[config.mk]
export PLATFORM = sky130hd
export DESIGN_NAME = instr_sequencer_flat
export DESIGN_NICKNAME = d
export VERILOG_FILES = /design/src/rtl/isa_pkg.sv /design/src/rtl/instr_sequencer_if.sv /design/src/rtl/instr_sequencer_decode.sv /design/src/rtl/instr_sequencer.sv /design/src/flat_wrapper.sv
export SDC_FILE = /design/constraint.sdc
export NUM_CORES = 1
export LEC_CHECK = 0
export BUFFER_PORTS_ARGS = -buffer_cell sky130_fd_sc_hd__buf_2
export CAP_MARGIN = 15
export CORE_MARGIN = 3
export CORE_UTILIZATION = 57
export DETAILED_ROUTE_END_ITERATION = 8
export GPL_TIMING_DRIVEN = 0
export PLACE_DENSITY = 0.84
export SLEW_MARGIN = 0
export SYNTH_ARGS = -nofsm -noshare
export SYNTH_HDL_FRONTEND = slang
export SYNTH_HIERARCHICAL = 1
export SYNTH_SLANG_ARGS = --single-unit
[constraint.sdc]
create_clock -name clk -period 5.3 [get_ports clk]
set_input_delay 1.06 -clock clk [delete_from_list [all_inputs] [get_ports clk]]
set_output_delay 1.06 -clock clk [all_outputs]
set_load 0.005 [all_outputs]
[src/rtl/isa_pkg.sv]
// Shared ISA definitions for the CR16-style sequencer: opcode/opext codes,
// the HALT word and the sequencer state encoding.
package isa_pkg;

  localparam logic [3:0]  OP_RTYPE  = 4'h0;
  localparam logic [3:0]  OP_ADDI   = 4'h1;
  localparam logic [3:0]  OP_ANDI   = 4'h5;
  localparam logic [3:0]  OP_ORI    = 4'h9;
  localparam logic [3:0]  OP_CMPI   = 4'hB;
  localparam logic [3:0]  OP_MOVI   = 4'hD;

  localparam logic [3:0]  EXT_CMP   = 4'hB;

  localparam logic [15:0] HALT_WORD = 16'hFFFF;

  typedef enum logic [2:0] {
    S_FETCH  = 3'd0,
    S_WAIT   = 3'd1,
    S_DECODE = 3'd2,
    S_EXEC   = 3'd3,
    S_WB     = 3'd4,
    S_HALT   = 3'd5
  } state_t;

endpackage

[src/rtl/instr_sequencer_if.sv]
// Instruction-memory fetch handshake between the sequencer (master) and memory (slave).
interface instr_sequencer_if #(
  parameter int WIDTH = 16
);
  logic             mem_req;
  logic [WIDTH-1:0] mem_addr;
  logic             mem_ack;
  logic [WIDTH-1:0] mem_rdata;

  modport master (output mem_req, output mem_addr, input  mem_ack, input  mem_rdata);
  modport slave  (input  mem_req, input  mem_addr, output mem_ack, output mem_rdata);
endinterface

[src/rtl/instr_sequencer_decode.sv]
// Combinational instruction decode: splits an instruction word into datapath
// fields and classifies it as register-writing, immediate-using or HALT.
module instr_decode
  import isa_pkg::*;
#(
  parameter int WIDTH   = 16,
  parameter int REGBITS = 4
) (
  input  logic [WIDTH-1:0]   ir_i,
  output logic [3:0]         opcode_o,
  output logic [3:0]         opext_o,
  output logic [REGBITS-1:0] ra1_o,
  output logic [REGBITS-1:0] ra2_o,
  output logic signed [WIDTH-1:0] imm_o,
  output logic               use_imm_o,
  output logic               writes_reg_o,
  output logic               is_halt_o
);

  always_comb begin
    opcode_o  = ir_i[15:12];
    opext_o   = ir_i[7:4];
    ra1_o     = ir_i[8 +: REGBITS];
    ra2_o     = ir_i[0 +: REGBITS];
    imm_o     = {{(WIDTH-8){ir_i[7]}}, ir_i[7:0]};
    use_imm_o = (ir_i[15:12] != OP_RTYPE);
    is_halt_o = (ir_i == HALT_WORD);

    // CMP in either form and every undefined opcode retire without a write
    unique case (ir_i[15:12])
      OP_RTYPE:                          writes_reg_o = (ir_i[7:4] != EXT_CMP);
      OP_ADDI, OP_ANDI, OP_ORI, OP_MOVI: writes_reg_o = 1'b1;
      default:                           writes_reg_o = 1'b0;
    endcase
  end

endmodule

[src/rtl/instr_sequencer.sv]
// Multicycle fetch/decode/execute sequencer driving the 16-bit datapath;
// holds PC and IR and issues one regfile write strobe per writing instruction.
module instr_sequencer
  import isa_pkg::*;
#(
  parameter int WIDTH   = 16,
  parameter int REGBITS = 4
) (
  input  logic               clk,
  input  logic               reset,
  instr_sequencer_if.master  mem,
  output logic [3:0]         opcode,
  output logic [3:0]         opext,
  output logic [REGBITS-1:0] ra1,
  output logic [REGBITS-1:0] ra2,
  output logic [REGBITS-1:0] wa,
  output logic               regwrite,
  output logic               use_imm,
  output logic [WIDTH-1:0]   imm,
  output logic               halted
);

  state_t                state_q, state_d;
  logic [WIDTH-1:0]      pc_q, pc_d;
  logic [WIDTH-1:0]      ir_q, ir_d;
  logic                  mem_req_q;
  logic [WIDTH-1:0]      mem_addr_q;
  logic [3:0]            opcode_q, opext_q;
  logic [REGBITS-1:0]    ra1_q, ra2_q;
  logic signed [WIDTH-1:0] imm_q;
  logic                  use_imm_q, writes_reg_q, is_halt_q;
  logic                  regwrite_q, halted_q;

  logic [3:0]            dec_opcode, dec_opext;
  logic [REGBITS-1:0]    dec_ra1, dec_ra2;
  logic signed [WIDTH-1:0] dec_imm;
  logic                  dec_use_imm, dec_writes_reg, dec_is_halt;

  always_comb begin
    state_d = state_q;
    pc_d    = pc_q;
    ir_d    = ir_q;
    unique case (state_q)
      S_FETCH:  state_d = S_WAIT;
      S_WAIT: begin
        if (mem.mem_ack) begin
          ir_d    = mem.mem_rdata;
          pc_d    = pc_q + WIDTH'(1);
          state_d = S_DECODE;
        end
      end
      S_DECODE: state_d = is_halt_q ? S_HALT : S_EXEC;
      S_EXEC:   state_d = S_WB;
      S_WB:     state_d = S_FETCH;
      S_HALT:   state_d = S_HALT;
      default:  state_d = S_FETCH;
    endcase
  end

  // Decoding the next IR lets the field registers be valid in the DECODE cycle itself
  instr_decode #(
    .WIDTH   (WIDTH),
    .REGBITS (REGBITS)
  ) u_decode (
    .ir_i         (ir_d),
    .opcode_o     (dec_opcode),
    .opext_o      (dec_opext),
    .ra1_o        (dec_ra1),
    .ra2_o        (dec_ra2),
    .imm_o        (dec_imm),
    .use_imm_o    (dec_use_imm),
    .writes_reg_o (dec_writes_reg),
    .is_halt_o    (dec_is_halt)
  );

  always_ff @(posedge clk or posedge reset) begin
    if (reset) begin
      state_q      <= S_FETCH;
      pc_q         <= '0;
      ir_q         <= '0;
      mem_req_q    <= 1'b0;
      mem_addr_q   <= '0;
      opcode_q     <= '0;
      opext_q      <= '0;
      ra1_q        <= '0;
      ra2_q        <= '0;
      imm_q        <= '0;
      use_imm_q    <= 1'b0;
      writes_reg_q <= 1'b0;
      is_halt_q    <= 1'b0;
      regwrite_q   <= 1'b0;
      halted_q     <= 1'b0;
    end else begin
      state_q      <= state_d;
      pc_q         <= pc_d;
      ir_q         <= ir_d;
      mem_req_q    <= (state_d == S_WAIT);
      mem_addr_q   <= pc_d;
      opcode_q     <= dec_opcode;
      opext_q      <= dec_opext;
      ra1_q        <= dec_ra1;
      ra2_q        <= dec_ra2;
      imm_q        <= dec_imm;
      use_imm_q    <= dec_use_imm;
      writes_reg_q <= dec_writes_reg;
      is_halt_q    <= dec_is_halt;
      regwrite_q   <= (state_d == S_WB) && writes_reg_q;
      halted_q     <= (state_d == S_HALT);
    end
  end

  assign mem.mem_req  = mem_req_q;
  assign mem.mem_addr = mem_addr_q;
  assign opcode       = opcode_q;
  assign opext        = opext_q;
  assign ra1          = ra1_q;
  assign ra2          = ra2_q;
  assign wa           = ra1_q;
  assign imm          = imm_q;
  assign use_imm      = use_imm_q;
  assign regwrite     = regwrite_q;
  assign halted       = halted_q;

endmodule

[src/flat_wrapper.sv]
// flat-port wrapper written by rule: the top's interface ports become plain ports
module instr_sequencer_flat import isa_pkg::*;
#(
  parameter int WIDTH   = 16,
  parameter int REGBITS = 4
)
  (clk, reset, opcode, opext, ra1, ra2, wa, regwrite, use_imm, imm, halted, mem_mem_req, mem_mem_addr, mem_mem_ack, mem_mem_rdata);
  instr_sequencer_if #(.WIDTH(WIDTH)) mem_i ();
  input  logic clk;
  input  logic reset;
  output logic [3:0] opcode;
  output logic [3:0] opext;
  output logic [REGBITS-1:0] ra1;
  output logic [REGBITS-1:0] ra2;
  output logic [REGBITS-1:0] wa;
  output logic regwrite;
  output logic use_imm;
  output logic [WIDTH-1:0] imm;
  output logic halted;
  output wire logic [$bits(mem_i.mem_req)-1:0] mem_mem_req;
  output wire logic [$bits(mem_i.mem_addr)-1:0] mem_mem_addr;
  input wire logic [$bits(mem_i.mem_ack)-1:0] mem_mem_ack;
  input wire logic [$bits(mem_i.mem_rdata)-1:0] mem_mem_rdata;
  assign mem_mem_req = mem_i.mem_req;
  assign mem_mem_addr = mem_i.mem_addr;
  assign mem_i.mem_ack = mem_mem_ack;
  assign mem_i.mem_rdata = mem_mem_rdata;
  instr_sequencer #(.WIDTH(WIDTH), .REGBITS(REGBITS)) u_core (.clk(clk), .reset(reset), .mem(mem_i), .opcode(opcode), .opext(opext), .ra1(ra1), .ra2(ra2), .wa(wa), .regwrite(regwrite), .use_imm(use_imm), .imm(imm), .halted(halted));
endmodule
==> results of run 1 <==
==> through the flow <==
step / worst slack (ps) / hold slack (ps)
final: 2750 / 467
after global routing: 2730 / 500
after CTS: 2750 / 470
after detailed placement: 2390 / 457
after global placement: 1650 / 450
after floorplan: 2390 / 465
==> logic make-up after synthesis <==
kind of cell / after synthesis / share of synthesized area, %
DFF: 73 / 66.3
and+or+nand+nor: 45 / 9.53
buffers and inverters: 44 / 11.0
muxes: 17 / 6.94
xor gates and xnor gates: 15 / 4.77
AOI/OAI and AO/OA: 5 / 0.999
adders and majority gates: 1 / 0.454
==> metal layers <==
layer	global-route usage (%)	routed length, um
met5	0	0
met4	10.5	99
met3	7.65	338
met2	29.7	2460
met1	21.3	1950
==> placed cells by master (no fill, tap or decap), types with 7 or more instances in the layout <==
| master | Yosys | routed |
|---|---|---|
| clkbuf_8 | 0 | 9 |
| mux2_2 | 17 | 17 |
| nand2_1 | 7 | 7 |
| xnor2_1 | 9 | 9 |
| buf_2 | 3 | 77 |
| nand3_1 | 8 | 8 |
| dfrtp_1 | 73 | 73 |
| buf_4 | 36 | 36 |
==> final cells by class <==
cell class                 instances  area share, %
buffer                            39           8.34
clock buffer                       9           3.62
clock inverter                     7           2.96
inverter                           5          0.622
multi-input combinational         83           18.3
sequential                        73           53.4
tap                               52           1.90
timing repair buffer              74           10.8
==> power by group through the flow <==
stage                     Clock [mW]  Sequential [mW]  Combinational, mW
after floorplan                    0            0.898              0.441
after global placement             0            0.879              0.688
after detailed placement           0            0.890              0.715
after CTS                      0.490            0.882              0.720
after global routing           0.517            0.906              0.786
final                          0.479            0.879              0.706
==> sequential cells by signal (all words and copies together) (netlist names) <==
| name | flops |
|---|---|
| u_core/use_imm | 1 |
| u_core/state_q | 3 |
| u_core/ra1 | 4 |
| u_core/imm | 16 |
| u_core/opcode | 4 |
| u_core/regwrite | 1 |
| u_core/mem.mem_req | 1 |
| u_core/opext | 4 |
| u_core/ra2 | 4 |
| u_core/mem.mem_addr | 16 |
| u_core/ir_q | 16 |
| u_core/halted | 1 |
| u_core/is_halt_q | 1 |
| u_core/writes_reg_q | 1 |
==> worst paths after layout <==
| kind | endpoint | slack, ps | depth (start not counted) |
|---|---|---|---|
| max reg2reg | u_core/writes_reg_q | 3020 | 5 |
| min reg2reg | u_core/mem.mem_addr[15] | 470 | 1 |
| max in group asynchronous | u_core/ir_q[9] | 3860 | 2 |
| min in group asynchronous | u_core/mem.mem_addr[15] | 900 | 2 |
| max | u_core/writes_reg_q | 2750 | 6 |
| min | u_core/mem.mem_addr[15] | 470 | 1 |
==> flow_summary.toml, run 1 <==
[clocking]
root_buffer = "clkbuf_8"
cts_buffer_depth = 2
numCtsBuffers = 9
cts_tree = "done"
cts_resized = 0
cts.htree.levels = 3
post_cts_buffers = 0
numClockSinks = 73
hold_buffers = 0
worstSkewPairLatency_ps = 340
cts.reportedPaths.clkPinSlew_ps = 80

[sta]
finalHoldViolCount = 0
skew_ps = 11.6
final-setup-viol-count = 0
tightest_slew_ps = 840
relSlewSlack_pct = 44.0
max_freq_ghz = 0.392
setup_tns_ps = 0
rsz0062_at_grt = "no"
period_share_pct = 48.2
period_needed_ps = 2550
slew_viol_final = 0

[pwr]
seq_power_share_pct = 42.6
p_leak_nw = 1.73
clockPowerShare_pct = 23.2
p_switching_mw = 0.592
intPower_mw = 1.47
report.power.total_mw = 2.06
p_sw_share_pct = 28.7
peakVddDrop_uv = 406
combPwrFrac_pct = 34.2
p_per_area_nw_per_um2 = 603

[yosys]
synth_commonest_cells = "dfrtp_1 (73), buf_4 (36), mux2_2 (17)"
yosys.cell_count.top_type = "dfrtp_1"
yosysTopAreaCellShare_pct = 66.3
syn_area_per_cell_um2 = 13.8
synth_top_cell_by_area = "dfrtp_1"
yosysUniqueCellTypes = 28
synth_edf_count = 0
syn-cell-area_um2 = 2760
synth.area.top_cells = "dfrtp_1 (66%), buf_4 (9.8%), mux2_2 (6.9%), xnor2_1 (2.9%), xor2_1 (1.9%)"
synth-seq-area-share_pct = 66.3
synthArstFlopShare_pct = 100
synthCells = 200
synth_ff_type = "dfrtp_1"
ys_warn_count = 6
ys_seq_elements = 73
synth_fp_nets = 220

[floorplan]
start_util_pct = 61.2
ios = 75
die-width_um = 75.5
die-area_um2 = 5710
rows = 24
core_um2 = 4500
die_height_um = 75.5

[global_route]
grt_max_degree = 74
grt_overflow = 0
grt_util_all_layers_pct = 18.6
grt_pass1_vias = 1622
antenna_found_initial = 0
grt_pass1_wl_um = 7560

[setup_path]
path_common_cell = "buf_2"
worst-setup-path-type = "input port to register"
crit_fanout = 10
crit_arrival_ps = 2810
max_stage_delay_ps = 540
path_cells = "buf_2 > and4bb_4 > buf_2 > mux2_2 > or4_4 > o22ai_1"
end_kind = "register"
crit_buf_inv = 2
critical_path.startpoint_type = "input port"
worst_ep_required_time_ps = 5560
crit_slowest_cell = "or4_4"
crit_family = "simple AND/OR/NAND/NOR gates"
worstReg2RegStart = "u_core/state_q[2]"
crit_start = "mem_mem_ack"

[drt]
routedWlPerCell_um = 14.2
detail_route.drc_violations = 0
wl_um = 4850
firstDrtPassIters = 4
postRouteAntennaNets = 0
via_count = 1699
via_per_inst = 4.97
drt_iter0_drc = 101

[finish]
drive_above_1_share_pct = 52.1
seq_area_um2 = 1830
postLayoutCellArea_um2 = 3420
stdcell_count = 342
nFillCells = 311
syn_to_final_growth_pct = 24.1
multi_input_area_um2 = 626
fin_nets = 305
diodes = 0
final_core_util_pct = 75.9

[hold_path]
hp-start = "u_core/mem.mem_addr[15]"
hp-class = "register to register"

[placed_design]
placed_cells = 326
dpl_cell_area_um2 = 3190
gp_congestion = 0.820
hpwlAfterDp_um = 3430
numPortBuffers = 74

[status]
outcome = "finished clean"

[flow_run]
drv_cap = 0
No activity file was read; power rests on OpenSTA's default activity.
==> run 2: changes to the inputs <==
--- a/config.mk
+++ b/config.mk
@@ -8,10 +8,10 @@
 export BUFFER_PORTS_ARGS = -buffer_cell sky130_fd_sc_hd__buf_2
 export CAP_MARGIN = 15
 export CORE_MARGIN = 3
-export CORE_UTILIZATION = 57
+export CORE_UTILIZATION = 48
 export DETAILED_ROUTE_END_ITERATION = 8
 export GPL_TIMING_DRIVEN = 0
-export PLACE_DENSITY = 0.84
+export PLACE_DENSITY = 0.75
 export SLEW_MARGIN = 0
 export SYNTH_ARGS = -nofsm -noshare
 export SYNTH_HDL_FRONTEND = slang
==> constraint.sdc (replaced) <==
create_clock -name clk -period 2.22 [get_ports clk]
set_input_delay 0.444 -clock clk [delete_from_list [all_inputs] [get_ports clk]]
set_output_delay 0.444 -clock clk [all_outputs]
set_load 0.005 [all_outputs]
==> flow_summary.toml, run 2 (same netlist as run 1, synthesis figures left out) <==
[floorplan]
core_um2 = 5340
die-area_um2 = 6690
die-width_um = 81.8
die_height_um = 81.8
rows = 26
ios = 75
start_util_pct = 51.7

[sta]
period_needed_ps = 2130
skew_ps = 5.73
max_freq_ghz = 0.469
rsz0062_at_grt = "no"
period_share_pct = 96.0
final-setup-viol-count = 0
relSlewSlack_pct = 79.7
slew_viol_final = 0
tightest_slew_ps = 303
finalHoldViolCount = 0
setup_tns_ps = 0

[pwr]
intPower_mw = 3.50
peakVddDrop_uv = 789
p_per_area_nw_per_um2 = 1390
clockPowerShare_pct = 21.8
combPwrFrac_pct = 34.9
p_leak_nw = 1.75
p_switching_mw = 1.34
seq_power_share_pct = 43.3
p_sw_share_pct = 27.7

[drt]
via_count = 1692
detail_route.drc_violations = 0
firstDrtPassIters = 4
via_per_inst = 4.67
drt_iter0_drc = 45
postRouteAntennaNets = 0
routedWlPerCell_um = 13.5
wl_um = 4900

[finish]
syn_to_final_growth_pct = 26.1
nFillCells = 440
postLayoutCellArea_um2 = 3480
stdcell_count = 362
final_common_cell = "buf_2"
fin_nets = 307
layout_common_cells = "buf_2 (75), dfrtp_1 (72), buf_4 (36)"
diodes = 0
drive_above_1_share_pct = 52.1

[clocking]
cts_resized = 1
worstSkewPairLatency_ps = 330
hold_buffers = 0
cts.reportedPaths.clkPinSlew_ps = 70
root_buffer = "clkbuf_8"
numCtsBuffers = 9
numClockSinks = 73
cts.htree.levels = 3
post_cts_buffers = 0
cts_tree = "done"
cts_buffer_depth = 2

[global_route]
grt_max_degree = 35
grt_pass1_wl_um = 8010
antenna_found_initial = 0
grt_util_all_layers_pct = 16.5
grt_pass1_vias = 1699
grt_overflow = 0

[hold_path]
hp-class = "input port to asynchronous set/reset pin"

[setup_path]
crit_arrival_ps = 2380
max_stage_delay_ps = 540
critical_path.startpoint_type = "register"
worst_ep_required_time_ps = 2470
crit_fanout = 10
crit_family = "simple AND/OR/NAND/NOR gates"
worst-setup-path-type = "register to register"
crit_buf_inv = 1
path_cells = "and4bb_4 > buf_6 > mux2_2 > or4_4 > o22ai_1"
end_kind = "register"
crit_slowest_cell = "or4_4"

[placed_design]
hpwlAfterDp_um = 3510
numPortBuffers = 74
dpl_cell_area_um2 = 3260
placed_cells = 346
gp_congestion = 0.758

[flow_run]
drv_cap = 0

[status]
outcome = "finished clean"
==> run 2: cell count changes in the layout (fill, tap and decap cells not counted), sizes merged <==
cell / previous run / this run
bufinv: 2 / 1
buf: 113 / 114
inv: 7 / 4
clkbuf: 9 / 15
clkinvlp: 2 / 1
==> run 2: final timing paths <==
kind	from	endpoint	slack (ps)	cells past startpoint
max in group asynchronous	reset	u_core/state_q[2]	1730	3
hold / removal	reset	u_core/mem.mem_addr[12]	40	2
hold reg to reg	u_core/mem.mem_addr[15]	u_core/mem.mem_addr[15]	470	1
setup / recovery	u_core/state_q[2]	u_core/writes_reg_q	90	5
min in group clk	mem_mem_rdata[10]	u_core/ir_q[10]	380	2
setup reg to reg	u_core/state_q[2]	u_core/writes_reg_q	90	5
==> run 2: per-layer routing <==
metal  wire length, um  GRT usage, %  part of all wire [%]
met5                 0             0                     0
met4                82          9.63                   1.7
met3               345          5.70                   7.0
met2              2350          25.5                    48
met1              2120          20.0                    43
==> run 2: layout make-up <==
cell class              count  area, um^2  area share, %
flip-flops and latches     73        1830           52.6
multi-input cells          83         626           18.0
repair buffers             76         410           11.8
plain buffers              39         294           8.46
clock buffers              14         173           4.97
well taps                  70        87.6           2.52
clock inverters             2        35.0           1.01
inverters                   5        22.5          0.648
==> run 2: through the flow <==
stage,worst slack (ps),power [mW],hold slack [ps],util [%]
after floorplan,165,3.20,465,-
after global placement,-48.7,3.75,450,60.3
after detailed placement,-88.0,3.83,402,61.1
after CTS,18.2,4.91,34.5,65.0
after global routing,12.1,5.20,44.3,65.2
final,89.1,4.84,42.2,65.2
==> run 2: power groups by stage <==
stage	clock network, mW	logic, mW	registers (mW)
floorplan	0	1.05	2.15
global placement	0	1.66	2.09
detailed placement	0	1.72	2.11
CTS	1.09	1.72	2.10
global route	1.16	1.88	2.16
finish	1.06	1.69	2.10
==> run 2: worst register-to-register path: stages (launching register included) <==
cell and delay (ps):
dfrtp_2 450, and4bb_4 370, buf_6 170, mux2_2 390, or4_4 540, o22ai_1 150
